`config.mk`:
```
export PLATFORM = sky130hd
export DESIGN_NAME = sudoku_board_ctrl
export DESIGN_NICKNAME = d
export VERILOG_FILES = /design/src/rtl/sudoku_pkg.sv /design/src/rtl/sudoku_check_scan.sv /design/src/rtl/sudoku_board_ctrl.sv
export SDC_FILE = /design/constraint.sdc
export NUM_CORES = 1
export LEC_CHECK = 0
export CAP_MARGIN = 30
export CORE_ASPECT_RATIO = 1.25
export CORE_MARGIN = 3
export CORE_UTILIZATION = 49
export DETAILED_ROUTE_END_ITERATION = 16
export PLACE_DENSITY = 0.81
export SETUP_SLACK_MARGIN = 0.02
export SLEW_MARGIN = 20
export SYNTH_ARGS = -nofsm -noshare
export SYNTH_HDL_FRONTEND = slang
export SYNTH_SLANG_ARGS = --single-unit
```
`constraint.sdc`:
```
create_clock -name in_clk -period 4.99 [get_ports in_clk]
set_clock_uncertainty 0.2 [all_clocks]
set_input_delay 0.998 -clock in_clk [delete_from_list [all_inputs] [get_ports in_clk]]
set_output_delay 0.998 -clock in_clk [all_outputs]
set_load 0.02 [all_outputs]
```
`src/rtl/sudoku_pkg.sv`:
```
// Shared definitions for the Sudoku datapath: FSM state encoding and the
// board-geometry width helpers used by the board controller, the board
// generator and the user-input front end.
package sudoku_pkg;

  typedef enum logic [2:0] {
    ST_IDLE  = 3'd0,
    ST_CELL  = 3'd1,
    ST_VAL   = 3'd2,
    ST_CHECK = 3'd3,
    ST_DONE  = 3'd4
  } state_e;

  // Smallest width w with 2**w >= value (0 for value <= 1).
  function automatic int unsigned clog2(input int unsigned value);
    int unsigned width;
    width = 0;
    for (int unsigned i = 0; i < 32; i++) begin
      if ((64'd1 << i) < 64'(value)) width = i + 1;
    end
    return width;
  endfunction

  // N: symbols per row/column/box.
  function automatic int unsigned num_vals(input int unsigned box);
    return box * box;
  endfunction

  // CELLS: cells on the board.
  function automatic int unsigned num_cells(input int unsigned box);
    return num_vals(box) * num_vals(box);
  endfunction

  // VW: bits per cell value (0..N).
  function automatic int unsigned val_width(input int unsigned box);
    return clog2(num_vals(box) + 1);
  endfunction

  // CW: bits per cell index.
  function automatic int unsigned cell_width(input int unsigned box);
    return clog2(num_cells(box));
  endfunction

  // DW: shared index/value entry bus width.
  function automatic int unsigned data_width(input int unsigned box);
    return (cell_width(box) > val_width(box)) ? cell_width(box) : val_width(box);
  endfunction

endpackage

```
`src/rtl/sudoku_check_scan.sv`:
```
// Sequential solution compare: walks the board one cell per cycle while
// en_i is high and accumulates the number of cells differing from the
// reference solution.
//   clk_i, rst_ni  clock, asynchronous active-low reset
//   start_i        clears index and accumulator (cycle before scanning)
//   en_i           scan one cell this cycle
//   board_i        current board, cell i at [i*VW +: VW]
//   solution_i     reference solution, same packing
//   done_o         high while the last cell is being compared
//   total_o        mismatch total including the cell compared this cycle
module sudoku_check_scan
  import sudoku_pkg::*;
#(
  parameter  int unsigned BOX   = 2,
  localparam int unsigned CELLS = num_cells(BOX),
  localparam int unsigned VW    = val_width(BOX),
  localparam int unsigned CW    = cell_width(BOX)
) (
  input  logic                clk_i,
  input  logic                rst_ni,
  input  logic                start_i,
  input  logic                en_i,
  input  logic [CELLS*VW-1:0] board_i,
  input  logic [CELLS*VW-1:0] solution_i,
  output logic                done_o,
  output logic [CW:0]         total_o
);

  localparam logic [CW-1:0] LAST_IDX = CW'(CELLS - 1);

  logic [CW-1:0] idx_q, idx_d;
  logic [CW:0]   acc_q, acc_d;
  logic          cell_mismatch;

  // Kept apart from the next-state block so done_o has no path from start_i.
  assign cell_mismatch = board_i[idx_q*VW +: VW] != solution_i[idx_q*VW +: VW];
  assign total_o       = acc_q + (CW+1)'(cell_mismatch);
  assign done_o        = en_i && (idx_q == LAST_IDX);

  always_comb begin
    idx_d = idx_q;
    acc_d = acc_q;
    if (start_i) begin
      idx_d = '0;
      acc_d = '0;
    end else if (en_i) begin
      idx_d = done_o ? '0 : idx_q + CW'(1);
      acc_d = total_o;
    end
  end

  always_ff @(posedge clk_i or negedge rst_ni) begin
    if (!rst_ni) begin
      idx_q <= '0;
      acc_q <= '0;
    end else begin
      idx_q <= idx_d;
      acc_q <= acc_d;
    end
  end

endmodule

```
`src/rtl/sudoku_board_ctrl.sv`:
```
// Board-entry and solution-check controller for a BOX x BOX-box Sudoku.
// Loads givens (which become write-protected), takes cell-index/value pairs
// on a shared entry bus, and once the board is full runs a one-cell-per-cycle
// compare against the reference solution.
//   in_clk, in_restart_n  clock, asynchronous active-low reset
//   in_load               load pulse (beats everything else)
//   in_givens             puzzle givens, cell i at [i*VW +: VW], 0 = empty
//   in_solution           reference solution, same packing
//   in_enter              qualifies in_diff_cell_val
//   in_diff_cell_val      cell index in CELL, value in VAL
//   out_state             IDLE=0 CELL=1 VAL=2 CHECK=3 DONE=4
//   out_user_board        current board
//   out_fill_flag         per-cell non-empty flag
//   out_fill_count        number of non-empty cells
//   out_err               one-cycle pulse after a rejected entry
//   out_mismatch          mismatch count of the last completed check
//   out_solved            high in DONE
module sudoku_board_ctrl
  import sudoku_pkg::*;
#(
  parameter  int unsigned BOX   = 2,
  localparam int unsigned N     = num_vals(BOX),
  localparam int unsigned CELLS = num_cells(BOX),
  localparam int unsigned VW    = val_width(BOX),
  localparam int unsigned CW    = cell_width(BOX),
  localparam int unsigned DW    = data_width(BOX)
) (
  input  logic                in_clk,
  input  logic                in_restart_n,
  input  logic                in_load,
  input  logic [CELLS*VW-1:0] in_givens,
  input  logic [CELLS*VW-1:0] in_solution,
  input  logic                in_enter,
  input  logic [DW-1:0]       in_diff_cell_val,
  output logic [2:0]          out_state,
  output logic [CELLS*VW-1:0] out_user_board,
  output logic [CELLS-1:0]    out_fill_flag,
  output logic [CW:0]         out_fill_count,
  output logic                out_err,
  output logic [CW:0]         out_mismatch,
  output logic                out_solved
);

  localparam logic [DW:0]   CELLS_X = (DW+1)'(CELLS);
  localparam logic [DW-1:0] N_X     = DW'(N);
  localparam logic [CW:0]   FULL    = (CW+1)'(CELLS);

  state_e                   state_q, state_d;
  logic [CELLS-1:0][VW-1:0] board_q, board_d;
  logic [CELLS-1:0]         fixed_q, fixed_d;
  logic [CELLS-1:0]         flag_q, flag_d;
  logic [CW:0]              count_q, count_d;
  logic [CW:0]              mismatch_q, mismatch_d;
  logic [CW-1:0]            sel_q, sel_d;
  logic                     err_q, err_d;
  logic                     solved_q;

  logic [CW-1:0]            idx_c;
  logic                     idx_ok, cell_open, val_ok, new_filled;
  logic                     scan_start, scan_en, scan_done;
  logic [CW:0]              scan_total;

  assign idx_c      = in_diff_cell_val[CW-1:0];
  assign idx_ok     = {1'b0, in_diff_cell_val} < CELLS_X;
  // fixed_q is only meaningful for in-range indices; idx_ok gates it.
  assign cell_open  = idx_ok && !fixed_q[idx_c];
  assign val_ok     = in_diff_cell_val <= N_X;
  assign new_filled = |in_diff_cell_val;

  always_comb begin
    state_d    = state_q;
    board_d    = board_q;
    fixed_d    = fixed_q;
    flag_d     = flag_q;
    count_d    = count_q;
    mismatch_d = mismatch_q;
    sel_d      = sel_q;
    err_d      = 1'b0;

    if (in_load) begin
      board_d = in_givens;
      count_d = '0;
      for (int unsigned i = 0; i < CELLS; i++) begin
        flag_d[i] = |in_givens[i*VW +: VW];
        count_d   = count_d + (CW+1)'(flag_d[i]);
      end
      fixed_d    = flag_d;
      mismatch_d = '0;
      state_d    = ST_CELL;
    end else begin
      case (state_q)
        ST_CELL: begin
          if (in_enter) begin
            if (cell_open) begin
              sel_d   = idx_c;
              state_d = ST_VAL;
            end else begin
              err_d = 1'b1;
            end
          end
        end
        ST_VAL: begin
          if (in_enter) begin
            if (!val_ok) begin
              err_d = 1'b1;
            end else begin
              board_d[sel_q] = in_diff_cell_val[VW-1:0];
              flag_d[sel_q]  = new_filled;
              count_d        = count_q + (CW+1)'(new_filled) - (CW+1)'(flag_q[sel_q]);
              state_d        = (count_d == FULL) ? ST_CHECK : ST_CELL;
            end
          end
        end
        ST_CHECK: begin
          if (scan_done) begin
            mismatch_d = scan_total;
            state_d    = (scan_total == '0) ? ST_DONE : ST_CELL;
          end
        end
        default: ;
      endcase
    end
  end

  // Scanner is re-armed on the write that enters CHECK so the first CHECK
  // cycle always compares cell 0, even after an aborted scan.
  assign scan_en    = state_q == ST_CHECK;
  assign scan_start = (state_d == ST_CHECK) && (state_q != ST_CHECK);

  sudoku_check_scan #(
    .BOX(BOX)
  ) u_scan (
    .clk_i     (in_clk),
    .rst_ni    (in_restart_n),
    .start_i   (scan_start),
    .en_i      (scan_en),
    .board_i   (board_q),
    .solution_i(in_solution),
    .done_o    (scan_done),
    .total_o   (scan_total)
  );

  always_ff @(posedge in_clk or negedge in_restart_n) begin
    if (!in_restart_n) begin
      state_q    <= ST_IDLE;
      board_q    <= '0;
      fixed_q    <= '0;
      flag_q     <= '0;
      count_q    <= '0;
      mismatch_q <= '0;
      sel_q      <= '0;
      err_q      <= 1'b0;
      solved_q   <= 1'b0;
    end else begin
      state_q    <= state_d;
      board_q    <= board_d;
      fixed_q    <= fixed_d;
      flag_q     <= flag_d;
      count_q    <= count_d;
      mismatch_q <= mismatch_d;
      sel_q      <= sel_d;
      err_q      <= err_d;
      solved_q   <= state_d == ST_DONE;
    end
  end

  assign out_state      = state_q;
  assign out_user_board = board_q;
  assign out_fill_flag  = flag_q;
  assign out_fill_count = count_q;
  assign out_err        = err_q;
  assign out_mismatch   = mismatch_q;
  assign out_solved     = solved_q;

endmodule

```
==> impl_metrics.toml <==
[grt]
globalRouteOverflowTotal = 0
grt_start_max_net_pins = 98
track_usage_pct = 27.2
antenna_found_initial = 0
grt_pass1_wl_um = 32200
grt_pass1_vias = 6089

[cts]
clockRootBuffer = "clkbuf_16"
path_clk_slew_ns = 0.07
cts-buffers-inserted = 9
htreeDepth = 3
clock_latency_ns = 0.36
tritoncts_num_sinks = 108
tritoncts = "done"
cts_buffer_depth = 2

[route]
initialDrtViolationCount = 379
via_count = 5831
post_detailed_route_via_to_cell_ratio = 6.02
detail_route.wl_per_cell_um = 21.5
finalWirelength_um = 20900
drt_pre_antenna_iters = 5
route.detailed.drc = 0
drt.antenna.violating_nets = 0

[cells_and_area]
area_growth_syn_to_layout_pct = 34.1
layoutNonFillerInstCount = 969
post_route_cells_drive_above_1_share_pct = 10.7
antenna_cells = 0
finalNetCount = 921

[synthesis]
synthesis_stage_register_bit_count = 108
synth.yosys.warnings = 0
synth.net_count = 758
synth_area_per_cell_sq_um = 10.6
synth_cell_types = 51
synth_top_flop_cell = "dfrtp_1"
async_reset_ff_share_pct = 100
ys_seq_area_share_pct = 40.3
mappedNetlistArea_sq_mm = 0.00670
synth-edff-count = 0
syn-instance-count = 630

[critical_path]
register_to_register_path_setup_slack_ns = 0.44
ff2ff_path_depth = 12
critical_path.startpoint_type = "primary input"
worst_setup_path_end_kind = "flip-flop"
worst-endpoint-required_ns = 5.00
cp_max_fo = 2
setup.worst_path.class = "in -> reg"
rr_startpoint = "sel_q[0]$_DFFE_PN0P_"
cp_data_arrival_time_ns = 4.82
worstReg2RegEnd = "u_scan.acc_q[4]$_DFFE_PN0P_"

[sta]
relSlewSlack_pct = 36.5
min_period_over_period_pct = 96.5
max_freq_ghz = 0.208
rsz0062_at_grt = "no"
report.final.setup_viol = 0
min_period_ns = 4.81
report.final.slew_viol_count = 0
worst_slew_pin_slew_ns = 0.953
holdWs_ns = 0.320
timing.final.hold_violations = 0

[power_and_ir_drop]
power_density_mw_per_mm2 = 374
static-leakage-power_nw = 3.71
vdd_ir_drop_max_mv = 0.305
finalPower_w = 0.00337

[flow_run]
maxCapViolCount = 0

[floorplan]
floorplan.io_pins = 183
die_footprint_sq_mm = 0.0151
dieHeight_um = 137
placeableCoreArea_sq_mm = 0.0133
die_w_um = 111
initial_utilization_pct = 50.4
placementRows = 47

[min_path]
min_delay_worst_endpoint = "fixed_q[4]$_DFFE_PN0P_"
hold_path.class = "reg -> reg"
min_path_cells = 2
hold_sp = "fixed_q[4]$_DFFE_PN0P_"

[place]
globalplace.congestion = 0.897
place_inst = 953
buffer_ports.inserted = 182
dp_hpwl_um = 15800

[outcome]
outcome = "finished, final reports clean"
==> flip-flops by register name, indices dropped and copies added, names as in the netlist <==
register and flops:
fixed_q 16, out_err 1, out_fill_count 5, out_fill_flag 16
out_mismatch 5, out_solved 1, out_state 3, out_user_board 48
sel_q 4, u_scan.acc_q 5, u_scan.idx_q 4
==> cells by family (layout without fill, tap and decap cells) <==
kind of cell               after synthesis  count (layout)  synth area share (%)
DFF                                    108             108                  40.3
adders and majority gates               24              24                  5.71
AOI/OAI and AO/OA                      118             118                  10.0
xor gates and xnor gates                12              12                  1.77
and+or+nand+nor                        171             171                  12.3
buffers and inverters                   75             243                  4.58
muxes                                  122             122                  25.3
==> worst max-delay path: stages <==
cell,delay [ns]
clkdlybuf4s50_1,0.44
nor3_2,0.29
buf_4,0.18
fa_1,0.43
inv_1,0.09
fa_1,0.43
fa_1,0.50
fa_1,0.55
ha_1,0.17
inv_1,0.05
fa_1,0.40
xnor2_1,0.14
nand2_1,0.07
o21ai_0,0.08
==> power breakdown <==
group	switching, W	internal [W]
clock network	0.000346	0.000397
logic	0.000691	0.000750
registers	0.000193	0.000990
total	0.00123	0.00214
==> cells in the mapped netlist (3+ instances only) <==
cell / count / share of area [%]
dfrtp_1: 108 / 40
mux2i_1: 78 / 12
nand2_1: 76 / 4.3
o21ai_1: 61 / 4.6
clkbuf_1: 38 / 2.1
mux4_2: 37 / 12
nor2_1: 30 / 1.7
inv_1: 27 / 1.5
a21oi_1: 18 / 1.3
nor3_1: 14 / 1.0
ha_1: 13 / 2.4
o21ai_0: 13 / 0.97
fa_1: 11 / 3.3
nand3_1: 9 / 0.67
or3_1: 9 / 0.84
xnor2_1: 7 / 0.92
o22ai_1: 6 / 0.56
a211oi_1: 5 / 0.56
buf_2: 5 / 0.37
nand2b_1: 5 / 0.47
nor2b_1: 5 / 0.47
and2_1: 4 / 0.37
and3_1: 4 / 0.37
mux2_1: 4 / 0.67
xor2_1: 4 / 0.52
a21o_1: 3 / 0.34
mux2_2: 3 / 0.50
nor4_2: 3 / 0.56
o211ai_1: 3 / 0.34
==> repair_timing <==
action                                  CTS  global route
buffers inserted                          0             0
endpoints found under the setup margin    0             3
hold buffers                              0             0
gates resized for setup                   0             2
==> how the worst max path moves through the flow <==
stage,from,endpoint
2_1_floorplan,in_givens[9],out_fill_count[2]$_DFFE_PN0P_
3_3_place_gp,in_givens[33],out_fill_count[2]$_DFFE_PN0P_
3_5_place_dp,in_givens[15],out_fill_count[2]$_DFFE_PN0P_
4_1_cts,in_givens[15],out_fill_count[3]$_DFFE_PN0P_
5_1_grt,in_givens[27],out_fill_count[2]$_DFFE_PN0P_
6_report,in_givens[15],out_fill_count[2]$_DFFE_PN0P_
==> layer usage <==
metal | track usage [%] | vias to the layer above | wire [um]
met1 | 31.6 | 2899 | 7580
li1 | - | 2588 | -
met5 | 0 | - | 0
met2 | 48.2 | 278 | 11100
met3 | 6.15 | 66 | 1330
met4 | 12.8 | 0 | 888
==> per-stage QoR <==
step,area [sq um],setup TNS (ns),utilization [%],setup slack (ns)
final,8990,0,67.6,0.177
after global routing,8990,0,67.6,0.0209
after CTS,8980,0,67.5,0.140
after detailed placement,8670,-0.641,65.3,-0.193
after global placement,8670,-0.371,65.3,-0.139
after floorplan,6700,0,-,0.484
==> final cells by class <==
type | instances | area, sq um
Clock buffer | 9 | 225
Inverter | 27 | 101
Sequential cell | 108 | 2700
Fill cell | 998 | 4300
Multi-Input combinational cell | 447 | 3700
Tap cell | 171 | 214
Timing Repair Buffer | 200 | 1960
Clock inverter | 7 | 78.8
==> layout by cell type, fill, tap and decap left out, drive strengths merged, types with 4 or more instances in the layout <==
| cell | n |
|---|---|
| a211oi | 5 |
| a21oi | 18 |
| and2 | 4 |
| and3 | 4 |
| buf | 20 |
| clkbuf | 9 |
| clkdlybuf4s50 | 180 |
| dfrtp | 108 |
| fa | 11 |
| ha | 13 |
| inv | 31 |
| mux2 | 7 |
| mux2i | 78 |
| mux4 | 37 |
| nand2 | 76 |
| nand2b | 5 |
| nand3 | 9 |
| nor2 | 30 |
| nor2b | 5 |
| nor3 | 16 |
| nor4 | 4 |
| o21ai | 74 |
| o22ai | 6 |
| or3 | 9 |
| xnor2 | 7 |
| xor2 | 4 |
Note: power is estimated with default switching activity, not from simulation.
